**src/rtl/count_wrap_monitor_if.sv**
```systemverilog
// Event port of count_wrap_monitor: one event record offered per transfer.
// The producer holds valid and the payload stable until ready is seen high at a rising edge.
interface count_wrap_monitor_if #(
   parameter int STAMP_W = 8
);
   logic               evt_valid;
   logic               evt_ready;
   logic [3:0]         evt_flags;
   logic [STAMP_W-1:0] evt_stamp;

   modport master (
      output evt_valid,
      output evt_flags,
      output evt_stamp,
      input  evt_ready
   );

   modport slave (
      input  evt_valid,
      input  evt_flags,
      input  evt_stamp,
      output evt_ready
   );
endinterface

```
**src/rtl/count_wrap_monitor.sv**
```systemverilog
// Observer for a 4-bit up/down counter: flags wraps and direction changes, then queues timestamped events.
// Optional step checking is enabled by defining COUNT_WRAP_MONITOR_STEP_CHK_EN.
module count_wrap_monitor #(
   parameter int CNT_W      = 4,
   parameter int STAMP_W    = 8,
   parameter int FIFO_DEPTH = 4,
   parameter int WRAPC_W    = 8,
   localparam int PTR_W     = $clog2(FIFO_DEPTH),
   localparam int LVL_W     = PTR_W + 1
) (
   input  logic                  clk,
   input  logic                  rst_n,
   input  logic                  dir,
   input  logic [CNT_W-1:0]      count,
   count_wrap_monitor_if.master  evt,
   output logic [WRAPC_W-1:0]    wrap_cnt,
   output logic                  ovf,
   output logic                  dbg_state,
   output logic [STAMP_W-1:0]    dbg_stamp,
   output logic [LVL_W-1:0]      dbg_level
);

   typedef enum logic {
      S_PRIME = 1'b0,
      S_RUN   = 1'b1
   } state_t;

   localparam logic [CNT_W-1:0]   CNT_MAX  = '1;
   localparam logic [WRAPC_W-1:0] WRAP_MAX = '1;
   localparam logic [LVL_W-1:0]   LVL_FULL = LVL_W'(FIFO_DEPTH);

   state_t             state;
   state_t             state_nxt;
   logic               run;

   logic [CNT_W-1:0]   prev_count;
   logic               prev_dir;
   logic [STAMP_W-1:0] stamp;

   logic               up_wrap;
   logic               dn_wrap;
   logic               dir_chg;
   logic               err;
   logic [3:0]         flags;

   logic [3:0]         flag_mem  [FIFO_DEPTH];
   logic [STAMP_W-1:0] stamp_mem [FIFO_DEPTH];
   logic [PTR_W-1:0]   wr_ptr;
   logic [PTR_W-1:0]   rd_ptr;
   logic [LVL_W-1:0]   level;

   logic               empty;
   logic               full;
   logic               push;
   logic               pop;
   logic               do_push;
   logic               drop;

   // ---------------------------------------------------------------
   // FSM: PRIME only captures the first sample, RUN does detection.
   // ---------------------------------------------------------------
   always_ff @(posedge clk) begin
      if (!rst_n) begin
         state <= S_PRIME;
      end else begin
         state <= state_nxt;
      end
   end

   always_comb begin
      state_nxt = state;
      run       = 1'b0;
      case (state)
         S_PRIME: begin
            state_nxt = S_RUN;
         end
         S_RUN: begin
            run = 1'b1;
         end
         default: begin
            state_nxt = S_PRIME;
         end
      endcase
   end

   assign dbg_state = state;

   // ---------------------------------------------------------------
   // Previous sample and free-running timestamp.
   // ---------------------------------------------------------------
   always_ff @(posedge clk) begin
      if (!rst_n) begin
         prev_count <= '0;
         prev_dir   <= 1'b0;
         stamp      <= '0;
      end else begin
         prev_count <= count;
         prev_dir   <= dir;
         if (run) begin
            stamp <= stamp + STAMP_W'(1);
         end
      end
   end

   assign dbg_stamp = stamp;

   // ---------------------------------------------------------------
   // Detection against the previous sample.
   // ---------------------------------------------------------------
   always_comb begin
      up_wrap = run && prev_dir  && (prev_count == CNT_MAX) && (count == '0);
      dn_wrap = run && !prev_dir && (prev_count == '0)      && (count == CNT_MAX);
      dir_chg = run && (dir != prev_dir);
   end

`ifdef COUNT_WRAP_MONITOR_STEP_CHK_EN
   // A stall or a single step either way is legal; anything else is a skip.
   always_comb begin
      err = run
            && (count != prev_count)
            && (count != prev_count + CNT_W'(1))
            && (count != prev_count - CNT_W'(1));
   end
`else
   assign err = 1'b0;
`endif

   assign flags = {err, dir_chg, dn_wrap, up_wrap};

   // ---------------------------------------------------------------
   // Event FIFO. A full FIFO still accepts a push when the head pops
   // on the same edge; otherwise the new event is lost and ovf sticks.
   // ---------------------------------------------------------------
   always_comb begin
      empty   = (level == '0);
      full    = (level == LVL_FULL);
      push    = |flags;
      pop     = !empty && evt.evt_ready;
      do_push = push && (!full || pop);
      drop    = push && full && !pop;
   end

   always_ff @(posedge clk) begin
      if (do_push) begin
         flag_mem[wr_ptr]  <= flags;
         stamp_mem[wr_ptr] <= stamp;
      end
   end

   always_ff @(posedge clk) begin
      if (!rst_n) begin
         wr_ptr <= '0;
         rd_ptr <= '0;
         level  <= '0;
         ovf    <= 1'b0;
      end else begin
         if (do_push) begin
            wr_ptr <= wr_ptr + PTR_W'(1);
         end
         if (pop) begin
            rd_ptr <= rd_ptr + PTR_W'(1);
         end
         case ({do_push, pop})
            2'b10:   level <= level + LVL_W'(1);
            2'b01:   level <= level - LVL_W'(1);
            default: level <= level;
         endcase
         if (drop) begin
            ovf <= 1'b1;
         end
      end
   end

   assign dbg_level = level;

   always_comb begin
      evt.evt_valid = !empty;
      evt.evt_flags = '0;
      evt.evt_stamp = '0;
      if (!empty) begin
         evt.evt_flags = flag_mem[rd_ptr];
         evt.evt_stamp = stamp_mem[rd_ptr];
      end
   end

   // ---------------------------------------------------------------
   // Saturating wrap tally, independent of whether the event was queued.
   // ---------------------------------------------------------------
   always_ff @(posedge clk) begin
      if (!rst_n) begin
         wrap_cnt <= '0;
      end else if ((up_wrap || dn_wrap) && (wrap_cnt != WRAP_MAX)) begin
         wrap_cnt <= wrap_cnt + WRAPC_W'(1);
      end
   end

endmodule

```
**src/flat_wrapper.sv**
```systemverilog
// flat-port wrapper written by rule: the top's interface ports become plain ports
module count_wrap_monitor_flat 
#(
   parameter int CNT_W      = 4,
   parameter int STAMP_W    = 8,
   parameter int FIFO_DEPTH = 4,
   parameter int WRAPC_W    = 8,
   localparam int PTR_W     = $clog2(FIFO_DEPTH),
   localparam int LVL_W     = PTR_W + 1
)
  (clk, rst_n, dir, count, wrap_cnt, ovf, dbg_state, dbg_stamp, dbg_level, evt_evt_valid, evt_evt_flags, evt_evt_stamp, evt_evt_ready);
  count_wrap_monitor_if #(.STAMP_W(STAMP_W)) evt_i ();
  input  logic clk;
  input  logic rst_n;
  input  logic dir;
  input  logic [CNT_W-1:0] count;
  output logic [WRAPC_W-1:0] wrap_cnt;
  output logic ovf;
  output logic dbg_state;
  output logic [STAMP_W-1:0] dbg_stamp;
  output logic [LVL_W-1:0] dbg_level;
  output wire logic [$bits(evt_i.evt_valid)-1:0] evt_evt_valid;
  output wire logic [$bits(evt_i.evt_flags)-1:0] evt_evt_flags;
  output wire logic [$bits(evt_i.evt_stamp)-1:0] evt_evt_stamp;
  input wire logic [$bits(evt_i.evt_ready)-1:0] evt_evt_ready;
  assign evt_evt_valid = evt_i.evt_valid;
  assign evt_evt_flags = evt_i.evt_flags;
  assign evt_evt_stamp = evt_i.evt_stamp;
  assign evt_i.evt_ready = evt_evt_ready;
  count_wrap_monitor #(.CNT_W(CNT_W), .STAMP_W(STAMP_W), .FIFO_DEPTH(FIFO_DEPTH), .WRAPC_W(WRAPC_W)) u_core (.clk(clk), .rst_n(rst_n), .dir(dir), .count(count), .evt(evt_i), .wrap_cnt(wrap_cnt), .ovf(ovf), .dbg_state(dbg_state), .dbg_stamp(dbg_stamp), .dbg_level(dbg_level));
endmodule
```
**config.mk**
```make
export PLATFORM = sky130hd
export DESIGN_NAME = count_wrap_monitor_flat
export DESIGN_NICKNAME = d
export VERILOG_FILES = /design/src/rtl/count_wrap_monitor_if.sv /design/src/rtl/count_wrap_monitor.sv /design/src/flat_wrapper.sv
export SDC_FILE = /design/constraint.sdc
export NUM_CORES = 1
export LEC_CHECK = 0
export CORE_MARGIN = 5
export CORE_UTILIZATION = 35
export CTS_CLUSTER_DIAMETER = 50
export DETAILED_ROUTE_END_ITERATION = 8
export SETUP_SLACK_MARGIN = 0.4
export SLEW_MARGIN = 25
export SYNTH_ARGS = -nofsm -noshare
export SYNTH_HDL_FRONTEND = slang
export SYNTH_SLANG_ARGS = --single-unit
```
**constraint.sdc**
```tcl
create_clock -name clk -period 6.8 [get_ports clk]
set_clock_uncertainty 0.05 [all_clocks]
set_input_delay 1.02 -clock clk [delete_from_list [all_inputs] [get_ports clk]]
set_output_delay 1.02 -clock clk [all_outputs]
set_load 0.1 [all_outputs]
```
==> results of run 1 <==
## worst min-delay path, stage by stage (launching register included)
cell     delay [ps]
dfxtp_1         340
nand2_1          60
o21ai_0          60
## cell families after synthesis
family          count (synthesis)  share of synthesized area, %
buf+inv                        19                          2.53
other cells                     1                         0.120
fa+ha+maj                       8                          3.45
flops                          76                          62.9
simple gates                   74                          14.2
mux                            12                          8.26
compound gates                 24                          5.13
xor+xnor                       12                          3.37
## sequential cells by signal, summed over array words and instances, names as in the netlist, named ones only
signal / flops
u_core.dbg_level: 3
u_core.dbg_stamp: 8
u_core.dbg_state: 1
u_core.flag_mem: 12
u_core.ovf: 1
u_core.prev_count: 4
u_core.prev_dir: 1
u_core.rd_ptr: 2
u_core.stamp_mem: 32
u_core.wr_ptr: 2
u_core.wrap_cnt: 8
## per-layer routing
layer / wire, um / share of wire (%) / vias to the layer above / global-route usage, %
li1: - / - / 913 / -
met1: 2560 / 45 / 882 / 14.2
met2: 2770 / 48 / 45 / 17.5
met3: 302 / 5.3 / 10 / 4.78
met4: 94 / 1.6 / 0 / 4.35
met5: 0 / 0 / - / 0
## cell usage after synthesis (all sizes together)
master and n:
a21boi 7, a22o 1, a31oi 1, and2 31, and3 1, and4 1, buf 3, clkbuf 6
conb 1, dfxtp 32, edfxtp 44, fa 1, ha 7, inv 10, mux2i 1, mux4 11
nand2 10, nand2b 2, nand3 5, nand4 6, nor2 2, nor2b 3, nor4 2, nor4b 1
o211ai 2, o21ai 8, o31ai 5, or3 5, or4 4, or4b 1, xnor2 9, xor2 3
## final timing paths
path                                                    start                          endpoint  slack, ps  cells past startpoint
worst min register to register  u_core.wr_ptr[1]$_SDFFE_PN0P_     u_core.wr_ptr[1]$_SDFFE_PN0P_        450                      2
worst max-delay path                                 register                  evt_evt_stamp[1]       2840                      3
worst max register to register       u_core.dbg_state$_DFF_P_  u_core.dbg_level[2]$_SDFFE_PN0P_       3560                     10
worst min-delay path            u_core.wr_ptr[1]$_SDFFE_PN0P_     u_core.wr_ptr[1]$_SDFFE_PN0P_        450                      2
## metrics by stage
| stage | power, W | hold slack, ps |
|---|---|---|
| floorplan | 0.00103 | 419 |
| global placement | 0.00116 | 442 |
| detailed placement | 0.00116 | 446 |
| CTS | 0.00156 | 460 |
| global route | 0.00161 | 503 |
| finish | 0.00154 | 453 |
## where the power goes
| group | internal (W) | switching [W] |
|---|---|---|
| sequential | 0.000512 | 0.0000379 |
| combinational | 0.000164 | 0.000429 |
| clock | 0.000243 | 0.000155 |
## final cells by class
class | count | share of cell area, %
Sequential cell | 76 | 51.1
Multi-Input combinational cell | 131 | 28.1
Timing Repair Buffer | 40 | 10.3
Tap cell | 108 | 3.52
Clock buffer | 11 | 3.42
Clock inverter | 5 | 2.67
Inverter | 10 | 0.977
==> out/qor.csv, run 1 <==
stage,metric,value,unit
outcome,outcome,completed,
drt,DRC,0,
timing,final setup TNS,0,ps
placed_design,pre-CTS setup slack,2850,ps
drt,routed via count,1850,
cts,Clk Tree Root Cell,clkbuf_8,
yosys,Synth area leaders,"edfxtp_1, dfxtp_1, mux4_2, and2_1, ha_1",
cts,CTS Hold Bufs,0,
finish,number of inserted diodes,0,
yosys,Mapped Nets,242,
critical_path,CP max stage delay,960,ps
floorplan,row count,34,
finish,final instance area,0.00384,mm^2
critical_path,CP required,5730,ps
run,Max Cap Violations,0,
pwr,Max VDD drop,186,uV
floorplan,IO Count,42,
timing,final cycle utilization of the critical path,58.2,%
timing,"Setup violations, final",0,
floorplan,Initial Util,35.8,%
timing,fin crit period,3960,ps
placed_design,IO Port Bufs,40,
critical_path,CP Class,register to output pin,
critical_path,Critical Path AT,2890,ps
cts,clock transition at the registers of the reported paths,70,ps
finish,most frequent cells in the layout,"edfxtp_1, clkdlybuf4s50_1, dfxtp_1, and2_1, mux4_2",
drt,DR iter-0 viols,32,
finish,register area,0.00196,mm^2
cts,CTS Sinks,76,
critical_path,critical path's top delay family,buffers and inverters,
yosys,Netlist cell types,35,
global_route,largest net degree at the start of global routing,36,
yosys,mapped cell area,0.00312,mm^2
placed_design,Placed Cells incl. Taps,365,
finish,Post-Layout Cell Count,381,
critical_path,maximum fanout along the worst path,11,
yosys,syn avg cell area,13.8,um^2
finish,Nets,284,
finish,fraction of layout instances using a drive strength above 1,9.89,%
critical_path,crit path cell chain,mux4_2 -> and2_1 -> clkdlybuf4s50_1,
finish,"most common cell after layout, fill and taps aside",edfxtp_1,
placed_design,Placed Area,0.00361,mm^2
cts,Setup Buffers After CTS,0,
cts,post_cts resized,0,
global_route,initial antenna violation count,0,
timing,Worst-Margin Slew,977,ps
timing,Final Max Slew Viols,0,
critical_path,slowest CP cell,clkdlybuf4s50_1,
floorplan,Die Y,104,um
critical_path,CP startpoint kind,register,
finish,Multi-input gate area,0.00108,mm^2
cts,CTS tree,built,
yosys,Mapped Cells,226,
finish,Filler Cell Count,795,
placed_design,HPWL Detailed,3.85,mm
yosys,most area-hungry cell type in the Yosys netlist,edfxtp_1,
global_route,GRT Overall Usage,11.4,%
yosys,Synth Register Bits,76,
drt,WL/cell,15.0,um
drt,antenna-violating nets left,0,
cts,H-tree depth,3,
yosys,register area share after synthesis,62.9,%
global_route,grt total ovfl,0,
yosys,Synthesis Warnings,0,
cts,buffer depth of the longest clock path,2,
global_route,vias in the first global route,1955,
drt,Routed WL,5.72,mm
pwr,Pleak,1.33,nW
min_path,worst hold path class,register to register,
critical_path,CP Buf/Inv Count,1,
floorplan,Die ar.,0.0109,mm^2
timing,Final WS setup,2840,ps
finish,Area growth syn-to-layout,23.2,%
finish,Final Core Density,44.1,%
global_route,global-route wire length before repair,9.81,mm
drt,vias per cell,4.86,
floorplan,core area,0.00872,mm^2
critical_path,crit end category,output pin,
timing,final hold violations,0,
cts,worst skew pair latency,330,ps
placed_design,GP Congestion,0.700,
pwr,Power Density,401,mW/mm^2
yosys,area share of the largest cell type after synthesis,42.4,%
timing,relative slew slack,34.6,%
timing,f_max,0.253,GHz
floorplan,Die Wd,104,um
timing,RSZ-0062 raised after global routing,false,
cts,CTS Buf Count,9,
drt,First-pass DRT Iterations,4,
(Power assumes the default switching activity.)
==> run 2: changes to the inputs <==
==> constraint.sdc (replaced) <==
create_clock -name clk -period 3.6 [get_ports clk]
set_clock_uncertainty 0.05 [all_clocks]
set_input_delay 0.54 -clock clk [delete_from_list [all_inputs] [get_ports clk]]
set_output_delay 0.54 -clock clk [all_outputs]
set_load 0.1 [all_outputs]
==> out/qor.csv, run 2 (same netlist as run 1, synthesis figures left out) <==
stage,metric,value,unit
outcome,outcome,completed,
min_path,hold_sp,u_core.wr_ptr[1]$_SDFFE_PN0P_,
finish,number of inserted diodes,0,
critical_path,slowest CP cell,dfxtp_1,
floorplan,Die Wd,104,um
pwr,Max VDD drop,311,uV
global_route,GRT Overall Usage,11.1,%
cts,CTS tree,built,
global_route,grt total ovfl,0,
timing,final setup TNS,0,ps
placed_design,GP Congestion,0.707,
finish,Reg with most FFs,u_core.stamp_mem,
drt,DRC,0,
global_route,initial antenna violation count,0,
timing,Worst-Margin Slew,986,ps
cts,CTS Sinks,76,
timing,fin crit period,2760,ps
critical_path,CP startpoint kind,register,
floorplan,Initial Util,35.8,%
cts,CTS Buf Count,9,
floorplan,Die ar.,0.0109,mm^2
cts,post_cts resized,0,
finish,Nets,288,
finish,number of flip-flops under the largest register name,32,
global_route,vias in the first global route,1922,
critical_path,R2R Setup Slk,890,ps
floorplan,row count,34,
finish,most frequent cells in the layout,"edfxtp_1, and2_1, dfxtp_1, clkdlybuf4s50_1, buf_4",
min_path,Worst Hold End,u_core.wr_ptr[1]$_SDFFE_PN0P_,
placed_design,HPWL Detailed,3.95,mm
cts,worst skew pair latency,340,ps
finish,"most common cell after layout, fill and taps aside",edfxtp_1,
timing,Final WS setup,836,ps
critical_path,CP max stage delay,830,ps
critical_path,Worst Reg-to-Reg Cells,10,
drt,WL/cell,14.8,um
global_route,largest net degree at the start of global routing,36,
cts,H-tree depth,3,
cts,clock transition at the registers of the reported paths,70,ps
min_path,worst hold path class,register to register,
pwr,share of total power in sequential cells,37.3,%
drt,First-pass DRT Iterations,4,
timing,f_max,0.362,GHz
timing,"Setup violations, final",0,
timing,Final Max Slew Viols,0,
finish,Final Core Density,43.7,%
critical_path,R2R Path Start,u_core.dbg_state$_DFF_P_,
timing,final cycle utilization of the critical path,76.8,%
drt,antenna-violating nets left,0,
timing,RSZ-0062 raised after global routing,false,
cts,Clk Tree Root Cell,clkbuf_8,
finish,fraction of layout instances using a drive strength above 1,16.2,%
drt,DR iter-0 viols,49,
pwr,NetSw,0.00120,W
critical_path,crit path cell chain,mux4_2 -> and2_1 -> buf_4,
timing,final hold violations,0,
placed_design,pre-CTS setup slack,516,ps
critical_path,reg-to-reg endpoint,u_core.dbg_level[2]$_SDFFE_PN0P_,
drt,routed via count,1879,
timing,relative slew slack,34.1,%
pwr,Pleak,1.34,nW
cts,Setup Buffers After CTS,0,
pwr,Power Density,731,mW/mm^2
critical_path,maximum fanout along the worst path,11,
critical_path,Critical Path AT,2170,ps
finish,biggest regs,"u_core.stamp_mem x32, u_core.flag_mem x12",
placed_design,IO Port Bufs,40,
finish,Area growth syn-to-layout,22.1,%
drt,vias per cell,4.88,
pwr,clock power share,22.8,%
cts,CTS Hold Bufs,0,
floorplan,Die Y,104,um
floorplan,core area,0.00872,mm^2
global_route,global-route wire length before repair,9.52,mm
cts,buffer depth of the longest clock path,2,
pwr,switching share of power,43.1,%
min_path,hold path depth,2,
floorplan,IO Count,42,
run,Max Cap Violations,0,
critical_path,CP Class,register to output pin,
critical_path,crit end category,output pin,
drt,Routed WL,5.71,mm
critical_path,critical path's top delay family,flip-flops,
critical_path,CP Buf/Inv Count,1,
critical_path,CP required,3010,ps
pwr,combinational fraction of design power,39.9,%
pwr,Pint,0.00158,W
[run 2: changes by cell type in the layout (fill, tap and decap cells not counted), sizes merged]
cell	delta
inv	+3
bufinv	-2
buf	+16
clkbuf	-2
clkinvlp	+1
clkdlybuf4s50	-12
[run 2: tightest hold or removal path, delay by kind of cell (launching register included)]
| family | cells | cell delay [ps] |
|---|---|---|
| flip-flops | 1 | 340 |
| AND/OR/NAND/NOR | 1 | 60 |
| AO/OA/AOI/OAI | 1 | 60 |
[run 2: worst max path at each step]
stage | cells after the start | slack, ps | from | to
floorplan | 3 | 420 | u_core.dbg_level[0]$_SDFFE_PN0P_ | evt_evt_flags[0]
global placement | 11 | 560 | count[2] | u_core.dbg_level[2]$_SDFFE_PN0P_
detailed placement | 11 | 520 | count[3] | u_core.dbg_level[2]$_SDFFE_PN0P_
CTS | 3 | 710 | register | evt_evt_stamp[1]
global route | 3 | 650 | register | evt_evt_stamp[1]
finish | 3 | 840 | register | evt_evt_stamp[1]
[run 2: power by group through the flow]
stage	combinational [W]	clock (W)	sequential (W)
2_1_floorplan	0.000833	0	0.00113
3_3_place_gp	0.00112	0	0.00106
3_5_place_dp	0.00112	0	0.00107
4_1_cts	0.00112	0.000652	0.00105
5_1_grt	0.00117	0.000698	0.00105
6_report	0.00111	0.000634	0.00104
[run 2: metrics by stage]
stage          hold slack [ps]  power, W  area, um^2  instances
2_1_floorplan              419   0.00196        3120        226
3_3_place_gp               441   0.00218        3620        369
3_5_place_dp               439   0.00219        3620        369
4_1_cts                    449   0.00282        3810        385
5_1_grt                    491   0.00292        3810        385
6_report                   445   0.00278        3810        385
[run 2: cell type report]
cell class	instances	area [um^2]
Clock buffer	9	124
Fill cell	803	4910
Multi-Input combinational cell	131	1080
Tap cell	108	135
Clock inverter	7	72.6
Timing Repair Buffer	44	395
Sequential cell	76	1970
Inverter	10	37.5
[run 2: routing by layer]
metal	vias to the layer above	GRT usage (%)	share of wire, %	routed length [um]
met2	40	18.1	49	2790
li1	916	-	-	-
met3	7	4.78	5.4	307
met4	0	3.05	1.1	63
met5	-	0	0	0
met1	916	13.3	45	2550
